`src/rtl/cpu_seq_ctrl.sv`:
```
// cpu_seq_ctrl: multi-cycle fetch/decode/execute sequencer for the 8-bit register/ALU datapath.
// Owns the program counter and instruction register, and halts on an illegal opcode or a fetch timeout.
module cpu_seq_ctrl #(
  parameter logic [31:0] RESET_PC      = 32'h0,
  parameter logic [31:0] PC_STEP       = 32'd4,
  parameter int unsigned FETCH_TIMEOUT = 15
) (
  input  logic        clk,
  input  logic        reset,
  input  logic        start,
  input  logic        stop,
  output logic [31:0] imem_addr,
  output logic        imem_req,
  input  logic        imem_ready,
  input  logic [31:0] imem_rdata,
  output logic [2:0]  out1addr,
  output logic [2:0]  out2addr,
  output logic [2:0]  inaddr,
  output logic [2:0]  alu_select,
  output logic        neg_sel,
  output logic        reg_sel,
  output logic [7:0]  imm_val,
  output logic        reg_we,
  output logic        busy,
  output logic        halted,
  output logic [1:0]  fault,
  output logic [15:0] retired
);
  typedef enum logic [2:0] {S_IDLE, S_FETCH, S_DECODE, S_EXEC, S_WB, S_HALT} state_t;
  localparam logic [7:0] WAIT_LAST = 8'(FETCH_TIMEOUT - 1);
  state_t      state_q, state_d;
  logic [31:0] pc_q, pc_d, ir_q, ir_d;
  logic [7:0]  wait_q, wait_d, imm_q, imm_d;
  logic [15:0] retired_q, retired_d;
  logic [1:0]  fault_q, fault_d;
  logic [2:0]  o1_q, o1_d, o2_q, o2_d, in_q, in_d, alu_q, alu_d;
  logic        neg_q, neg_d, rsel_q, rsel_d, pend_q, pend_d;
  logic        req_q, we_q, busy_q, halt_q;
  logic [7:0]  op;
  logic        legal, ir_unused;
  assign op        = ir_q[31:24];
  assign legal     = op inside {8'h00, 8'h01, 8'h02, 8'h03, 8'h08, 8'h09};
  assign ir_unused = ^{ir_q[23:19], ir_q[15:11]};
  always_comb begin
    state_d   = state_q;
    pc_d      = pc_q;
    ir_d      = ir_q;
    wait_d    = wait_q;
    retired_d = retired_q;
    fault_d   = fault_q;
    pend_d    = pend_q;
    o1_d      = o1_q;
    o2_d      = o2_q;
    in_d      = in_q;
    alu_d     = alu_q;
    imm_d     = imm_q;
    neg_d     = neg_q;
    rsel_d    = rsel_q;
    case (state_q)
      S_IDLE: begin
        state_d = start ? S_FETCH : S_IDLE;
        wait_d  = 8'd0;
      end
      S_FETCH: begin
        pend_d = pend_q | stop;
        // a ready word is accepted even on the cycle the wait budget runs out
        if (imem_ready) begin
          ir_d    = imem_rdata;
          state_d = S_DECODE;
        end else if (wait_q == WAIT_LAST) begin
          state_d = S_HALT;
          fault_d = 2'b10;
        end else begin
          wait_d = wait_q + 8'd1;
        end
      end
      S_DECODE: begin
        pend_d = pend_q | stop;
        if (!legal) begin
          state_d = S_HALT;
          fault_d = 2'b01;
        end else begin
          state_d = S_EXEC;
          o1_d    = ir_q[2:0];
          o2_d    = ir_q[10:8];
          in_d    = ir_q[18:16];
          alu_d   = ir_q[26:24];
          imm_d   = ir_q[7:0];
          rsel_d  = op != 8'h00;
          neg_d   = op == 8'h09;
        end
      end
      S_EXEC: begin
        pend_d  = pend_q | stop;
        state_d = S_WB;
      end
      S_WB: begin
        pc_d      = pc_q + PC_STEP;
        retired_d = retired_q + 16'd1;
        state_d   = (stop | pend_q) ? S_IDLE : S_FETCH;
        pend_d    = 1'b0;
        wait_d    = 8'd0;
      end
      S_HALT: state_d = S_HALT;
      default: state_d = S_IDLE;
    endcase
  end
  always_ff @(posedge clk or posedge reset) begin
    if (reset) begin
      state_q   <= S_IDLE;
      pc_q      <= RESET_PC;
      ir_q      <= '0;
      wait_q    <= '0;
      retired_q <= '0;
      fault_q   <= '0;
      pend_q    <= 1'b0;
      o1_q      <= '0;
      o2_q      <= '0;
      in_q      <= '0;
      alu_q     <= '0;
      imm_q     <= '0;
      neg_q     <= 1'b0;
      rsel_q    <= 1'b0;
      req_q     <= 1'b0;
      we_q      <= 1'b0;
      busy_q    <= 1'b0;
      halt_q    <= 1'b0;
    end else begin
      state_q   <= state_d;
      pc_q      <= pc_d;
      ir_q      <= ir_d;
      wait_q    <= wait_d;
      retired_q <= retired_d;
      fault_q   <= fault_d;
      pend_q    <= pend_d;
      o1_q      <= o1_d;
      o2_q      <= o2_d;
      in_q      <= in_d;
      alu_q     <= alu_d;
      imm_q     <= imm_d;
      neg_q     <= neg_d;
      rsel_q    <= rsel_d;
      req_q     <= state_d == S_FETCH;
      we_q      <= state_d == S_WB;
      busy_q    <= !(state_d inside {S_IDLE, S_HALT});
      halt_q    <= state_d == S_HALT;
    end
  end
  assign imem_addr  = pc_q;
  assign imem_req   = req_q;
  assign out1addr   = o1_q;
  assign out2addr   = o2_q;
  assign inaddr     = in_q;
  assign alu_select = alu_q;
  assign neg_sel    = neg_q;
  assign reg_sel    = rsel_q;
  assign imm_val    = imm_q;
  assign reg_we     = we_q;
  assign busy       = busy_q;
  assign halted     = halt_q;
  assign fault      = fault_q;
  assign retired    = retired_q;
endmodule
```
`config.mk`:
```
export PLATFORM = sky130hd
export DESIGN_NAME = cpu_seq_ctrl
export DESIGN_NICKNAME = d
export VERILOG_FILES = /design/src/rtl/cpu_seq_ctrl.sv
export SDC_FILE = /design/constraint.sdc
export NUM_CORES = 1
export LEC_CHECK = 0
export ABC_AREA = 1
export CORE_ASPECT_RATIO = 0.9
export CORE_MARGIN = 2
export CORE_UTILIZATION = 55
export CTS_CLUSTER_DIAMETER = 150
export CTS_CLUSTER_SIZE = 8
export DETAILED_ROUTE_END_ITERATION = 6
export PLACE_DENSITY_LB_ADDON = 0.08
export SETUP_SLACK_MARGIN = 0.2
export SLEW_MARGIN = 25
export SYNTH_ARGS = -nofsm -noshare
export SYNTH_HDL_FRONTEND = slang
export SYNTH_SLANG_ARGS = --single-unit
```
`constraint.sdc`:
```
create_clock -name clk -period 5.75 [get_ports clk]
set_input_delay 1.15 -clock clk [delete_from_list [all_inputs] [get_ports clk]]
set_output_delay 1.15 -clock clk [all_outputs]
set_load 0.02 [all_outputs]
```
---- Yosys cells after proc, flatten, opt, wreduce, memory -nomap -nowiden ----
Index checks and enable logic that the tools add are counted.
word-level totals
  output and inout bits ................... 76
  register bits after elaboration ......... 120
cells by class
  bitwise logic cells ..................... 1
  equal/unequal tests ..................... 18
  reductions and logical operators ........ 16
  mux-type cells .......................... 14
  $add $sub $neg .......................... 3
operators by type and width
  kind                                                                    count
  32-bit by 3-bit adder with 32-bit output (second input constant)        1
  8-bit by 4-bit equality test with 1-bit output (second input constant)  3
  3-bit one-hot mux with 6 select lines                                   1
  16-bit by 1-bit adder with 16-bit output (second input constant)        1
  8-bit by 2-bit equality test with 1-bit output (second input constant)  2
  8-bit two-way mux                                                       2
  8-bit one-hot mux with 2 select lines                                   1
  3-bit equality test (second input constant)                             4
  3-bit two-way mux                                                       3
  8-bit by 1-bit adder with 8-bit output (second input constant)          1
  8-bit by 1-bit equality test with 1-bit output (second input constant)  1
  8-bit zero test                                                         1
  2-bit inequality test (second input constant)                           4
  2-bit nonzero test                                                      4
  8-bit nonzero test                                                      1
  3-bit by 1-bit equality test with 1-bit output (second input constant)  2
  3-bit by 2-bit equality test with 1-bit output (second input constant)  2
  3-bit zero test                                                         2
  2-bit two-way mux                                                       3
  6-bit nonzero test                                                      1
  2-bit one-hot mux with 2 select lines                                   1
  2-bit AND reduction                                                     2
  4-bit AND reduction                                                     1
  3-bit AND reduction                                                     1
  other kinds (6)                                                         7

---- Depth between registers and ports, before layout ----
Gate-level depths: netlist (run 1).
  depth after elaboration ................. 7
  gate-level depth with buffers ........... 10

---- Worst setup path after synthesis (run 1) ----
No wires, ideal clock.
  kind .................................... in2reg
  start point ............................. input imem_ready
  end point ............................... register ir_q[24]
  required time ........................... 5.634 ns
  stages .................................. 6
  setup time .............................. 0.116 ns
  path slack .............................. 3.910 ns
  arrival time ............................ 1.724 ns
  buffers on the path ..................... 1
  path through ............................ inv_1 -> nor2_1 -> inv_1 -> buf_2 -> nand2_1 -> nand2_1
between the ends
  longest elaborated chain between the ends .. 1
ends and longest elaborated chain
  what                           line  RTL
  start, declared                14    input logic imem_ready,
  2-bit AND reduction (no line)  n/a
  end signal, assigned           131   ir_q <= ir_d;
  end, declared                  32    logic [31:0] pc_q, pc_d, ir_q, ir_d;
No other way between the ends.
A chain may end at the register's enable or synchronous reset.

---- Worst setup path after layout (run 1) ----
  start point ............................. input imem_ready
  end point ............................... register ir_q[17]
Same word-level chain as after synthesis.

==> results of run 1 <==
-- area by class of cell --
class                   count  area (µm²)
clock buffers              10       137.6
clock inverters             6       62.56
fillers                   729        2684
inverters                  55       209.0
multi-input cells         468        2153
flip-flops and latches    105        2628
well taps                 122       152.6
repair buffers            102        1016
-- worst max-delay path: cells and delay by family --
family / cells / cell delay, ns
buffers and inverters: 4 / 1.13
AND/OR/NAND/NOR: 3 / 0.87
-- synthesized netlist by cell type (4+ instances only) --
library cell,instances,area [µm²]
nand3b_1,4,30.03
ha_1,4,50.05
nand3_1,27,135.1
inv_1,54,202.7
buf_4,10,75.07
nand2_1,265,994.7
o21ai_2,5,43.79
dfrtp_1,105,2628
nand4_1,5,31.28
nor2_2,5,31.28
xor2_1,20,175.2
nor2_1,83,311.6
o21ai_0,14,70.07
xnor2_1,15,131.4
-- power by group --
part	switching, µW	internal, µW	total (µW)
registers	125	906	1030
clock network	272	180	452
logic	446	283	730
-- how the worst min path moves through the flow --
| stage | startpoint | end | slack (ns) | cells after the start |
|---|---|---|---|---|
| final | ir_q[4]$_DFFE_PP0P_ | ir_q[4]$_DFFE_PP0P_ | 0.49 | 2 |
| after global routing | ir_q[3]$_DFFE_PP0P_ | ir_q[3]$_DFFE_PP0P_ | 0.51 | 2 |
| after CTS | ir_q[4]$_DFFE_PP0P_ | imm_val[4]$_DFFE_PP0P_ | 0.49 | 2 |
| after detailed placement | ir_q[29]$_DFFE_PP0P_ | ir_q[29]$_DFFE_PP0P_ | 0.46 | 2 |
| after global placement | ir_q[16]$_DFFE_PP0P_ | ir_q[16]$_DFFE_PP0P_ | 0.45 | 2 |
| after floorplan | ir_q[0]$_DFFE_PP0P_ | ir_q[0]$_DFFE_PP0P_ | 0.44 | 2 |
-- kinds of logic (layout without fill, tap and decap cells) --
| family | Yosys count | after routing | synth area share (%) |
|---|---|---|---|
| buffers and inverters | 70 | 173 | 6.260 |
| muxes | 1 | 1 | 0.1964 |
| other | 1 | 2 | 0.07359 |
| xor gates and xnor gates | 35 | 35 | 6.015 |
| adders and majority gates | 4 | 4 | 0.9821 |
| AOI/OAI and AO/OA | 28 | 28 | 3.290 |
| and+or+nand+nor | 398 | 398 | 31.62 |
| DFF | 105 | 105 | 51.56 |
-- metal layers --
| layer | track usage [%] | vias to the layer above | share of wire (%) |
|---|---|---|---|
| met2 | 40.81 | 138 | 48 |
| met5 | 0 | - | 0 |
| met4 | 9.444 | 0 | 2.4 |
| li1 | - | 2162 | - |
| met1 | 29.94 | 2049 | 43 |
| met3 | 5.810 | 24 | 6.4 |
-- through the flow --
step / utilization, % / hold slack, ns / cells / area, µm² / worst slack (ns)
2_1_floorplan: - / 0.4422 / 643 / 5100 / 1.839
3_3_place_gp: 68.11 / 0.4546 / 852 / 6158 / 2.523
3_5_place_dp: 68.11 / 0.4599 / 852 / 6158 / 2.474
4_1_cts: 70.32 / 0.4879 / 868 / 6359 / 2.891
5_1_grt: 70.32 / 0.5131 / 868 / 6359 / 2.730
6_report: 70.32 / 0.4856 / 868 / 6359 / 2.867
-- flip-flops by register name, summed over array words and instances, names as in the netlist --
register	flops
imem_req	1
halted	1
busy	1
inaddr	3
imem_addr	30
out2addr	3
alu_select	3
fault	2
imm_val	8
pend_q	1
retired	16
state_q	3
wait_q	8
ir_q	22
reg_we	1
neg_sel	1
reg_sel	1
==> impl_metrics.env, run 1 <==
export IMPL_status="finished clean"
export IMPL_crit_chain="clkdlybuf4s50_1 -> inv_1 -> nor2_1 -> buf_4 -> inv_1 -> nand2_1 -> nand2_1"
export IMPL_regToRegStartpoint="state_q[0]$_DFF_PP0_"
export IMPL_dr_pass1_iters=5
export IMPL_worstSkewPairLatency_ns=0.37
export IMPL_final_cell_mix="265 x nand2_1, 105 x dfrtp_1, 100 x clkdlybuf4s50_1, 83 x nor2_1, 53 x inv_1"
export IMPL_synth_edff_count=0
export IMPL_io_buffers=100
export IMPL_slew_violations=0
export IMPL_drt_iter0_markers=154
export IMPL_ctsHoldBuffers=0
export IMPL_drive_gt1_share_pct=4.692
export IMPL_finalCritPeriodShare_pct=50.15
export IMPL_wl_per_cell_um=12.76
export IMPL_final_nets=782
export IMPL_via_per_inst=5.038
export IMPL_cts_buffers=9
export IMPL_cts_resized=0
export IMPL_rrSetupSlack_ns=3.41
export IMPL_end_kind="flip-flop"
export IMPL_worst_r2r_endpoint="ir_q[17]$_DFFE_PP0P_"
export IMPL_seq_area_frac_synth_pct=51.56
export IMPL_finalSetupViolCount=0
export IMPL_start_util_pct=56.36
export IMPL_p_leak_uw=0.003050
export IMPL_grt_antenna_before_repair=0
export IMPL_cts_root_buffer="clkbuf_8"
export IMPL_slowest_delay_ns=0.67
export IMPL_dominantRegCellSynth="dfrtp_1"
export IMPL_die_w_um=105.5
export IMPL_syn2layout_area_growth_pct=24.77
export IMPL_cts_buffer_depth=2
export IMPL_ys_warn_count=0
export IMPL_synthCells=642
export IMPL_hold_path_class="flip-flop to flip-flop"
export IMPL_io_pin_count=113
export IMPL_ctsHtreeMaxLevel=3
export IMPL_post_dp_hpwl_um=8170
export IMPL_grt_pass1_wl_um=19220
export IMPL_grt_overflow_total=0
export IMPL_relSlewSlack_pct=41.89
export IMPL_cp_data_required_time_ns=6.02
export IMPL_fp_dieH_um=95.32
export IMPL_endpoint="ir_q[17]$_DFFE_PP0P_"
export IMPL_skew_ns=0.007841
export IMPL_syn_area_um2=5096
export IMPL_layout_commonest_cell="nand2_1"
export IMPL_async_flop_share_pct=100.0
export IMPL_cts_sinks=105
export IMPL_core_region_area_um2=9042
export IMPL_critical_path_arrival_ns=3.16
export IMPL_tns_ns=0
export IMPL_grt_usage_pct=24.02
export IMPL_period_needed_ns=2.883
export IMPL_cts_tree="done"
export IMPL_core_rowCount=33
export IMPL_reg2regPathDepth=8
export IMPL_cts_setup_buffers=0
export IMPL_cp_startpoint="imem_ready"
export IMPL_die_area_um2=10050
export IMPL_postRouteAntennaNets=0
export IMPL_grt_pass1_vias=4341
export IMPL_diodes=0
export IMPL_power_uw=2212
export IMPL_max_freq_mhz=346.8
export IMPL_grt_max_degree=71
export IMPL_startpoint_type="input port"
export IMPL_gp_congestion=0.8605
export IMPL_clkTransAtPathRegs_ns=0.11
export IMPL_ys_ff_latch=105
export IMPL_grt_setup_unrepaired="false"
export IMPL_crit_fanout=17
export IMPL_drt_wl_total_um=11080
export IMPL_power_density_nw_per_um2=347.9
export IMPL_drc=0
export IMPL_syn_area_per_cell_um2=7.938
export IMPL_vias=4373
export IMPL_crit_type="input port to flip-flop"
export IMPL_hold_viol=0
export IMPL_worstMarginPinSlew_ns=0.8684
export IMPL_synth_cell_types=30
export IMPL_crit_slowest_cell="nor2_1"
export IMPL_max_vdd_ir_drop_mv=0.2614
export IMPL_drv_cap=0
No activity file was read; power rests on OpenSTA's default activity.
==> inputs of run 2 (changes only) <==
Settings changed: CORE_UTILIZATION 55 to 46.
Clock period 5.75 ns to 2.55 ns, I/O delays scaled along.
==> run 2 against run 1 <==
Against the previous run: first-iteration DRC count rose by 60%; non-clock buffer count rose by 2; cell count rose by 1.5%; clock power rose to 3.3 times the previous value; design area rose by 2.6%; highest routed layer unchanged; critical path depth fell by 6; global-route usage fell by 3.2 points; clock skew fell by 0.0016 ns; sequential share of layout area fell by 1.1 points.
==> impl_metrics.env, run 2 (synthesized netlist as in run 1, its figures left out) <==
export IMPL_die_w_um=115.0
export IMPL_cts_root_buffer="clkbuf_16"
export IMPL_crit_chain="clkdlybuf4s50_1"
export IMPL_core_region_area_um2=10810
export IMPL_cts_setup_buffers=0
export IMPL_worstMarginPinSlew_ns=0.5579
export IMPL_grt_overflow_total=0
export IMPL_crit_fanout=6
export IMPL_crit_slowest_cell="clkdlybuf4s50_1"
export IMPL_skew_ns=0.006207
export IMPL_slowest_delay_ns=0.66
export IMPL_dr_pass1_iters=4
export IMPL_drc=0
export IMPL_largest_reg_flops=30
export IMPL_grt_antenna_before_repair=0
export IMPL_die_area_um2=11940
export IMPL_final_nets=784
export IMPL_wl_per_cell_um=13.04
export IMPL_end_kind="output port"
export IMPL_clkTransAtPathRegs_ns=0.07
export IMPL_cts_buffers=9
export IMPL_grt_setup_unrepaired="false"
export IMPL_diodes=0
export IMPL_finalSetupViolCount=0
export IMPL_tns_ns=0
export IMPL_cts_buffer_depth=2
export IMPL_final_cell_mix="265 x nand2_1, 105 x dfrtp_1, 100 x clkdlybuf4s50_1, 83 x nor2_1, 53 x inv_1"
export IMPL_finalCritPeriodShare_pct=78.24
export IMPL_status="finished clean"
export IMPL_crit_type="flip-flop to output port"
export IMPL_p_leak_uw=0.003121
export IMPL_drt_wl_total_um=11490
export IMPL_grt_max_degree=106
export IMPL_layout_commonest_cell="nand2_1"
export IMPL_ctsHtreeMaxLevel=3
export IMPL_cts_tree="done"
export IMPL_vias=4272
export IMPL_hold_path_class="flip-flop to flip-flop"
export IMPL_cts_resized=0
export IMPL_startpoint_type="flip-flop"
export IMPL_grt_pass1_wl_um=19990
export IMPL_period_needed_ns=1.995
export IMPL_relSlewSlack_pct=62.81
export IMPL_hold_viol=0
export IMPL_layout_cells_non_filler=881
export IMPL_post_dp_hpwl_um=8298
export IMPL_drt_iter0_markers=246
export IMPL_power_density_nw_per_um2=832.8
export IMPL_slew_violations=0
export IMPL_syn2layout_area_growth_pct=28.04
export IMPL_postRouteAntennaNets=0
export IMPL_drive_gt1_share_pct=4.947
export IMPL_critical_path_top_delay_family="buffers and inverters"
export IMPL_core_rowCount=36
export IMPL_start_util_pct=47.14
export IMPL_fp_dieH_um=103.9
export IMPL_io_pin_count=113
export IMPL_worstSkewPairLatency_ns=0.34
export IMPL_max_vdd_ir_drop_mv=0.5000
export IMPL_grt_usage_pct=20.83
export IMPL_drv_cap=0
export IMPL_via_per_inst=4.849
export IMPL_grt_pass1_vias=4230
export IMPL_cp_data_required_time_ns=2.04
export IMPL_io_buffers=100
export IMPL_gp_congestion=0.8617
export IMPL_crit_buf_inv=1
export IMPL_max_freq_mhz=501.2
export IMPL_cts_sinks=105
export IMPL_dp_cells=865
export IMPL_ctsHoldBuffers=0
export IMPL_critical_path_arrival_ns=1.49
-- run 2: changes by cell type in the layout (fill, tap and decap cells not counted) --
cell and change:
clkbuf_8 -9, inv_4 -1, buf_12 +1, clkbuf_16 +9, buf_4 +1, bufinv_16 +1
-- run 2: worst reg2reg max path: cells and delay by family (launching register included) --
family | cells | cell delay (ns)
buffers and inverters | 2 | 0.27
DFF | 1 | 0.43
and+or+nand+nor | 6 | 0.79
adders and majority gates | 1 | 0.16
-- run 2: path summary, 6_finish.rpt --
kind | startpoint | endpoint | slack [ns] | depth (start not counted)
max | imem_addr[4]$_DFFE_PP0P_ | imem_addr[4] | 0.55 | 1
min | ir_q[6]$_DFFE_PP0P_ | ir_q[6]$_DFFE_PP0P_ | 0.48 | 2
max reg2reg | wait_q[0]$_DFFE_PP0P_ | wait_q[1]$_DFFE_PP0P_ | 0.79 | 9
min reg2reg | ir_q[6]$_DFFE_PP0P_ | ir_q[6]$_DFFE_PP0P_ | 0.48 | 2
max in group asynchronous | reset | imem_addr[11]$_DFFE_PP0P_ | 1.47 | 3
min in group asynchronous | reset | retired[5]$_DFFE_PP0P_ | 0.66 | 3
-- run 2: power by group --
| part | switching, µW | internal, µW |
|---|---|---|
| clock network | 659 | 813 |
| logic | 991 | 647 |
| registers | 280 | 2050 |
-- run 2: stage by stage --
| step | util, % | power, µW | worst slack, ns | instance area, µm² | hold WS (ns) |
|---|---|---|---|---|---|
| after floorplan | - | 3388 | 0.7805 | 5104 | 0.4422 |
| after global placement | 57.36 | 3967 | 0.6100 | 6201 | 0.4553 |
| after detailed placement | 57.36 | 4008 | 0.5778 | 6201 | 0.4588 |
| after CTS | 60.36 | 5505 | 0.5255 | 6525 | 0.4771 |
| after global routing | 60.36 | 5802 | 0.4908 | 6525 | 0.4968 |
| final | 60.36 | 5434 | 0.5548 | 6525 | 0.4756 |
-- run 2: area by class of cell --
| cell class | count | area [µm²] |
|---|---|---|
| tap | 133 | 166.4 |
| fill | 998 | 4285 |
| clock buffer | 10 | 239.0 |
| clock inverter | 6 | 85.08 |
| inverter | 55 | 210.2 |
| multi-input combinational | 468 | 2153 |
| sequential | 105 | 2628 |
| timing repair buffer | 104 | 1044 |
-- run 2: layer usage --
metal,track usage (%),wire length [µm],up-vias
met3,4.895,501,15
met1,28.52,5369,2018
met5,0,0,-
li1,-,-,2156
met2,32.56,5422,83
met4,7.057,193,0
